`src/rtl/wb_port_arbiter_pkg.sv`:
```
`default_nettype none
// ============================================================================
// Module      : wb_port_arbiter_pkg
// Description : Shared types for the register-file write-port arbiter:
//               register index, write-back request record and arbiter
//               state encoding.
// Revision    : 1.0 - initial release
// ============================================================================
package wb_port_arbiter_pkg;

    localparam int unsigned c_DATA_W = 64;
    localparam int unsigned c_REG_W  = 5;

    typedef logic [c_DATA_W-1:0] data_t;
    typedef logic [c_REG_W-1:0]  reg_idx_t;

    typedef struct packed {
        reg_idx_t rd;
        data_t    data;
    } wb_req_t;

    typedef enum logic [0:0] {
        WB_ARB_NORMAL = 1'b0,
        WB_ARB_DRAIN  = 1'b1
    } wb_arb_state_enum;

endpackage : wb_port_arbiter_pkg
`default_nettype wire

```
`src/rtl/wb_req_fifo.sv`:
```
`default_nettype none
// ============================================================================
// Module      : wb_req_fifo
// Description : In-order FIFO of write-back requests for results returning
//               from the long-latency unit.
// Revision    : 1.0 - initial release
// Ports       : clk, rst      - clock, synchronous active-high reset
//               i_push, i_req - enqueue one request (caller ensures !o_full)
//               i_pop         - dequeue head (caller ensures !o_empty)
//               o_head        - oldest request
//               o_full, o_empty, o_count - occupancy
// ============================================================================
module wb_req_fifo
    import wb_port_arbiter_pkg::*;
#(
    parameter int DEPTH = 2
) (
    input  logic                     clk,
    input  logic                     rst,
    input  logic                     i_push,
    input  wb_req_t                  i_req,
    input  logic                     i_pop,
    output wb_req_t                  o_head,
    output logic                     o_full,
    output logic                     o_empty,
    output logic [$clog2(DEPTH):0]   o_count
);

    localparam int c_PTR_W = $clog2(DEPTH);
    localparam int c_CNT_W = c_PTR_W + 1;
    localparam logic [c_CNT_W-1:0] c_FULL_CNT = c_CNT_W'(DEPTH);

    wb_req_t              r_mem [DEPTH];
    logic [c_PTR_W-1:0]   r_wr_ptr;
    logic [c_PTR_W-1:0]   r_rd_ptr;
    logic [c_CNT_W-1:0]   r_count;

    // Storage carries no reset: occupancy alone defines validity.
    always_ff @(posedge clk) begin
        if (i_push) begin
            r_mem[r_wr_ptr] <= i_req;
        end
    end

    // DEPTH is a power of two, so pointer overflow is the modulo wrap.
    always_ff @(posedge clk) begin
        if (rst) begin
            r_wr_ptr <= '0;
            r_rd_ptr <= '0;
            r_count  <= '0;
        end else begin
            if (i_push) begin
                r_wr_ptr <= r_wr_ptr + 1'b1;
            end
            if (i_pop) begin
                r_rd_ptr <= r_rd_ptr + 1'b1;
            end
            case ({i_push, i_pop})
                2'b10:   r_count <= r_count + 1'b1;
                2'b01:   r_count <= r_count - 1'b1;
                default: r_count <= r_count;
            endcase
        end
    end

    assign o_head  = r_mem[r_rd_ptr];
    assign o_count = r_count;
    assign o_full  = (r_count == c_FULL_CNT);
    assign o_empty = (r_count == '0);

endmodule : wb_req_fifo
`default_nettype wire

```
`src/rtl/wb_port_arbiter.sv`:
```
`default_nettype none
// ============================================================================
// Module      : wb_port_arbiter
// Description : Shares the register-file write port between the in-order
//               WB stage and a buffered long-latency result stream. The pipe
//               has priority; starvation, a full buffer or a same-rd (WAW)
//               conflict forces the buffer to drain first.
// Revision    : 1.0 - initial release
// Ports       : clk, rst                     - clock, sync active-high reset
//               pipe_valid/rd/data, pipe_stall - WB stage request / hold
//               ext_valid/rd/data, ext_ready  - long-latency result stream
//               rf_we/rf_rd/rf_wdata          - registered write port
//               busy                          - buffer non-empty or draining
// ============================================================================
module wb_port_arbiter
    import wb_port_arbiter_pkg::*;
#(
    parameter int DEPTH        = 2,
    parameter int STARVE_LIMIT = 4
) (
    input  logic        clk,
    input  logic        rst,
    input  logic        pipe_valid,
    input  logic [4:0]  pipe_rd,
    input  logic [63:0] pipe_data,
    output logic        pipe_stall,
    input  logic        ext_valid,
    output logic        ext_ready,
    input  logic [4:0]  ext_rd,
    input  logic [63:0] ext_data,
    output logic        rf_we,
    output logic [4:0]  rf_rd,
    output logic [63:0] rf_wdata,
    output logic        busy
);

    localparam int c_CNT_W = $clog2(DEPTH) + 1;
    localparam int c_STV_W = $clog2(STARVE_LIMIT + 1);
    localparam logic [c_CNT_W-1:0] c_ONE_CNT  = c_CNT_W'(1);
    localparam logic [c_STV_W-1:0] c_STV_MAX  = c_STV_W'(STARVE_LIMIT);

    wb_arb_state_enum      r_state;
    wb_arb_state_enum      w_state_nxt;
    logic [c_STV_W-1:0]    r_starve;
    logic [c_STV_W-1:0]    w_starve_nxt;

    wb_req_t               w_ext_req;
    wb_req_t               w_head;
    logic                  w_full;
    logic                  w_empty;
    logic [c_CNT_W-1:0]    w_count;
    logic                  w_push;
    logic                  w_pop;
    logic                  w_waw;
    logic                  w_pipe_grant;
    logic                  w_fifo_grant;
    logic                  w_pop_empties;

    logic                  r_rf_we;
    logic [4:0]            r_rf_rd;
    logic [63:0]           r_rf_wdata;

    assign w_ext_req = {ext_rd, ext_data};
    assign w_push    = ext_valid && !w_full;
    assign w_pop     = w_fifo_grant;

    wb_req_fifo #(
        .DEPTH (DEPTH)
    ) u_fifo (
        .clk     (clk),
        .rst     (rst),
        .i_push  (w_push),
        .i_req   (w_ext_req),
        .i_pop   (w_pop),
        .o_head  (w_head),
        .o_full  (w_full),
        .o_empty (w_empty),
        .o_count (w_count)
    );

    // A pipe write to the same rd as a buffered older result would be
    // overwritten out of order, so the head goes first while the pipe holds.
    assign w_waw = pipe_valid && !w_empty && (pipe_rd == w_head.rd) && (pipe_rd != '0);

    // A pop that leaves the buffer empty ends any drain.
    assign w_pop_empties = w_pop && !w_push && (w_count == c_ONE_CNT);

    always_comb begin
        w_pipe_grant = 1'b0;
        w_fifo_grant = 1'b0;
        w_state_nxt  = r_state;
        case (r_state)
            WB_ARB_DRAIN: begin
                w_fifo_grant = !w_empty;
                if (w_pop_empties) begin
                    w_state_nxt = WB_ARB_NORMAL;
                end
            end
            default: begin
                w_pipe_grant = pipe_valid && !w_waw;
                w_fifo_grant = !w_empty && !w_pipe_grant;
                // When this cycle's pop already empties the buffer there is
                // nothing left to drain.
                if (!w_pop_empties &&
                    (w_full || (r_starve >= c_STV_MAX) || w_waw)) begin
                    w_state_nxt = WB_ARB_DRAIN;
                end
            end
        endcase
    end

    always_comb begin
        w_starve_nxt = r_starve;
        if (w_pop || w_empty) begin
            w_starve_nxt = '0;
        end else if (r_starve < c_STV_MAX) begin
            w_starve_nxt = r_starve + 1'b1;
        end
    end

    always_ff @(posedge clk) begin
        if (rst) begin
            r_state  <= WB_ARB_NORMAL;
            r_starve <= '0;
        end else begin
            r_state  <= w_state_nxt;
            r_starve <= w_starve_nxt;
        end
    end

    // x0 requests are consumed without a write; address/data hold otherwise.
    always_ff @(posedge clk) begin
        if (rst) begin
            r_rf_we    <= 1'b0;
            r_rf_rd    <= '0;
            r_rf_wdata <= '0;
        end else begin
            r_rf_we <= 1'b0;
            if (w_pipe_grant) begin
                if (pipe_rd != '0) begin
                    r_rf_we    <= 1'b1;
                    r_rf_rd    <= pipe_rd;
                    r_rf_wdata <= pipe_data;
                end
            end else if (w_fifo_grant) begin
                if (w_head.rd != '0) begin
                    r_rf_we    <= 1'b1;
                    r_rf_rd    <= w_head.rd;
                    r_rf_wdata <= w_head.data;
                end
            end
        end
    end

    assign rf_we      = r_rf_we;
    assign rf_rd      = r_rf_rd;
    assign rf_wdata   = r_rf_wdata;
    assign pipe_stall = pipe_valid && !w_pipe_grant;
    assign ext_ready  = !w_full;
    assign busy       = !w_empty || (r_state == WB_ARB_DRAIN);

endmodule : wb_port_arbiter
`default_nettype wire
```
`config.mk`:
```
export PLATFORM = sky130hd
export DESIGN_NAME = wb_port_arbiter
export DESIGN_NICKNAME = d
export VERILOG_FILES = /design/src/rtl/wb_port_arbiter_pkg.sv /design/src/rtl/wb_req_fifo.sv /design/src/rtl/wb_port_arbiter.sv
export SDC_FILE = /design/constraint.sdc
export NUM_CORES = 1
export LEC_CHECK = 0
export BUFFER_PORTS_ARGS = -buffer_cell sky130_fd_sc_hd__buf_2
export CORE_UTILIZATION = 45
export CTS_CLUSTER_SIZE = 10
export DETAILED_ROUTE_END_ITERATION = 6
export PLACE_DENSITY = 0.69
export SYNTH_ARGS = -nofsm -noshare
export SYNTH_HDL_FRONTEND = slang
export SYNTH_HIERARCHICAL = 1
export SYNTH_SLANG_ARGS = --single-unit
```
`constraint.sdc`:
```
create_clock -name clk -period 13.01 [get_ports clk]
set_input_delay 1.301 -clock clk [delete_from_list [all_inputs] [get_ports clk]]
set_output_delay 1.301 -clock clk [all_outputs]
set_load 0.005 [all_outputs]
```
==> results.json <==
{
  "startpoint_type": "flip-flop",
  "period_share_pct": 34.2,
  "io_buffers": 214,
  "cts_resized": 0,
  "syn_inst": 666,
  "cts.sinks": 217,
  "drv_slew": 0,
  "wl_mm": 19.7,
  "cts_tree": "done",
  "grt-ovfl-total": 0,
  "dr_total_vias": 6110,
  "fin_crit_ps": 4450,
  "tightestPinTransition_ps": 1010,
  "synth_area_leaders": "edfxtp_1 (48%), dfxtp_1 (18%), mux2_2 (8.9%)",
  "antenna_found_initial": 2,
  "design.die.area_mm2": 0.0199,
  "slew_headroom_pct": 33.0,
  "grt_max_degree": 70,
  "swShare_pct": 30.7,
  "p_switching_w": 0.000640,
  "max_stage_delay_ps": 980,
  "worstPathArrival_ps": 3150,
  "ys_ff_latch": 217,
  "setup_violations": 0,
  "rows": 50,
  "finalSetupTns_ps": 0,
  "path_cells": "mux2_2, xor2_1, or4_4, nor3_4, o21a_1, buf_2",
  "end_kind": "primary output",
  "cts-hold-fix-buffers": 0,
  "gp_congestion": 0.830,
  "fin_skew_ps": 10.4,
  "hold_class": "flip-flop to flip-flop",
  "h-tree-depth": 1,
  "syn_nets": 810,
  "detail-route-antenna-nets": 0,
  "layout-drive-gt1-share_pct": 36.9,
  "pwr-share-seq_pct": 45.4,
  "initial_core_util_pct": 46.3,
  "grt_pass1_wl_mm": 30.8,
  "drv_cap": 0,
  "clk_pin_slew_ps": 50,
  "vias_per_cell": 5.31,
  "hpwl_mm": 12.5,
  "io_pins": 215,
  "status": "finished clean",
  "clkLatencyLatePin_ps": 510,
  "wl_per_cell_um": 17.1,
  "max_freq_mhz": 225,
  "worstPathMaxFanout": 69,
  "vdd_drop_max_v": 0.000119,
  "cts_root_buf": "clkbuf_16",
  "path_class": "flip-flop to primary output",
  "seqCellArea_mm2": 0.00573,
  "hold_viol_final": 0,
  "yosysSeqAreaShare_pct": 65.6,
  "finalNetCount": 1014,
  "pwr-share-clk_pct": 29.5,
  "worstPathRequired_ps": 11710,
  "fp.dieW_um": 141,
  "rsz0062_at_grt": "false",
  "slowest_stage": "dfxtp_4",
  "fillers": 1601,
  "yosysTopAreaCellShare_pct": 47.5,
  "fin_util_pct": 56.8,
  "area_delta_synth_final_pct": 22.5,
  "yosysUniqueCellTypes": 36,
  "yosysTopAreaCell": "edfxtp_1",
  "syn_avg_cell_area_um2": 13.1,
  "die_h_um": 141,
  "p_leak_nw": 4.12,
  "drc": 0,
  "drt_iter0_drc": 248,
  "grt_pass1_vias": 5993,
  "internal_power_w": 0.00144,
  "power.density_mw_per_mm2": 195,
  "clock_path_buffers": 3,
  "track_usage_pct": 19.7,
  "yosysWarnings": 6,
  "postCtsSetupBuffers": 0,
  "numCtsBuffers": 25,
  "fp.coreArea_mm2": 0.0188,
  "synth_area_mm2": 0.00872,
  "pwr-share-comb_pct": 25.0,
  "multiInputGateArea_mm2": 0.00278,
  "dr.pass1.iters": 4
}
## routing by layer
metal	track usage, %	vias to the layer above	routed length, um
li1	-	2929	-
met1	24.6	2943	8280
met2	33.1	191	9420
met3	5.06	45	1410
met4	6.86	2	534
met5	0	-	13
## sequential cells by signal, indices dropped and copies added, names as in the netlist, named ones only
name	count
r_state	1
rf_we	1
u_fifo/r_rd_ptr	1
u_fifo/r_mem	138
u_fifo/r_wr_ptr	1
r_starve	3
rf_rd	5
rf_wdata	64
u_fifo/o_count	2
## Yosys cell counts (all sizes together)
| cell type | instances |
|---|---|
| a21oi | 71 |
| nor2b | 2 |
| a21o | 1 |
| and2 | 1 |
| or3 | 1 |
| or4 | 1 |
| xor2 | 6 |
| dfxtp | 79 |
| nor4 | 2 |
| nor2 | 16 |
| ha | 2 |
| a221o | 64 |
| and2b | 1 |
| a221oi | 5 |
| o211ai | 3 |
| xnor2 | 3 |
| clkbuf | 22 |
| or2 | 1 |
| nor3 | 5 |
| buf | 22 |
| mux2i | 1 |
| nand2 | 131 |
| o21ai | 2 |
| o21a | 2 |
| o2111ai | 1 |
| edfxtp | 138 |
| a211oi | 5 |
| a2111oi | 1 |
| nand2b | 3 |
| inv | 4 |
| mux2 | 69 |
| a311oi | 1 |
## worst paths after layout
kind         cells after the start                startpoint  slack (ps)                              to
min                              2  r_starve[1]$_SDFFE_PP0N_         500        r_starve[1]$_SDFFE_PP0N_
min reg2reg                      2  r_starve[1]$_SDFFE_PP0N_         500        r_starve[1]$_SDFFE_PP0N_
max reg2reg                      8                 flip-flop        9140  u_fifo/o_count[1]$_SDFFE_PP0P_
max                              6                 flip-flop        8560                      pipe_stall
## cell type report
class,instances,area share (%)
Clock buffer,45,6.56
Multi-Input combinational cell,401,26.0
Sequential cell,217,53.6
Clock inverter,1,0.0820
Inverter,4,0.140
Timing Repair Buffer,221,10.5
Tap cell,260,3.04
Antenna cell,2,0.0468
## per-stage QoR
stage	hold slack (ps)	setup slack, ps	area [um^2]	total power, W	cells
after CTS	509	8490	10700	0.00211	1149
after floorplan	468	8010	8720	0.00131	666
after global placement	478	9060	9970	0.00148	1103
after global routing	520	8380	10700	0.00220	1150
after detailed placement	491	9040	9970	0.00149	1103
final	499	8560	10700	0.00208	1151
## critical path: cells and delay by family, from the launching register on
| kind | cells | cell delay [ps] |
|---|---|---|
| muxes | 1 | 450 |
| DFF | 1 | 980 |
| AOI/OAI and AO/OA | 1 | 140 |
| buffers and inverters | 1 | 100 |
| and+or+nand+nor | 2 | 770 |
| xor gates and xnor gates | 1 | 180 |
## power groups by stage
stage / sequential (W) / clock (W) / combinational, W
2_1_floorplan: 0.000931 / 0 / 0.000382
3_3_place_gp: 0.000957 / 0 / 0.000523
3_5_place_dp: 0.000961 / 0 / 0.000530
4_1_cts: 0.000948 / 0.000634 / 0.000530
5_1_grt: 0.000962 / 0.000660 / 0.000580
6_report: 0.000947 / 0.000616 / 0.000522
## cells in the final DEF (no fill, tap or decap), types with 2 or more instances in the layout
cell       netlist  layout
nand2b_1         3       3
nor2_4           1       2
nor2_1          15      14
diode_2          0       2
nor4_1           2       2
ha_1             2       2
inv_1            4       4
a221o_1         64      64
xnor2_1          3       3
clkbuf_1        22      20
nor3_4           1       2
mux2_2          69      69
edfxtp_1       138     138
xor2_1           6       6
buf_2           14     214
a221oi_1         5       5
o211ai_1         3       3
clkbuf_16        0      25
nor3_1           3       3
dfxtp_1         79      78
a211oi_1         5       5
buf_4            0       7
nand2_1        131     131
o21ai_0          2       2
o21a_1           2       2
a21oi_1         71      70
nor2b_1          2       2
## cells by family (layout without fill, tap and decap cells)
group	Yosys count	count (layout)	share of synthesized area, %
compound gates	156	156	13.4
xor+xnor	9	9	0.904
fa+ha+maj	2	2	0.287
buf+inv	48	271	2.96
flops	217	217	65.6
mux	70	70	9.02
other cells	0	2	0
simple gates	164	164	7.83
No activity file was read; power rests on OpenSTA's default activity.
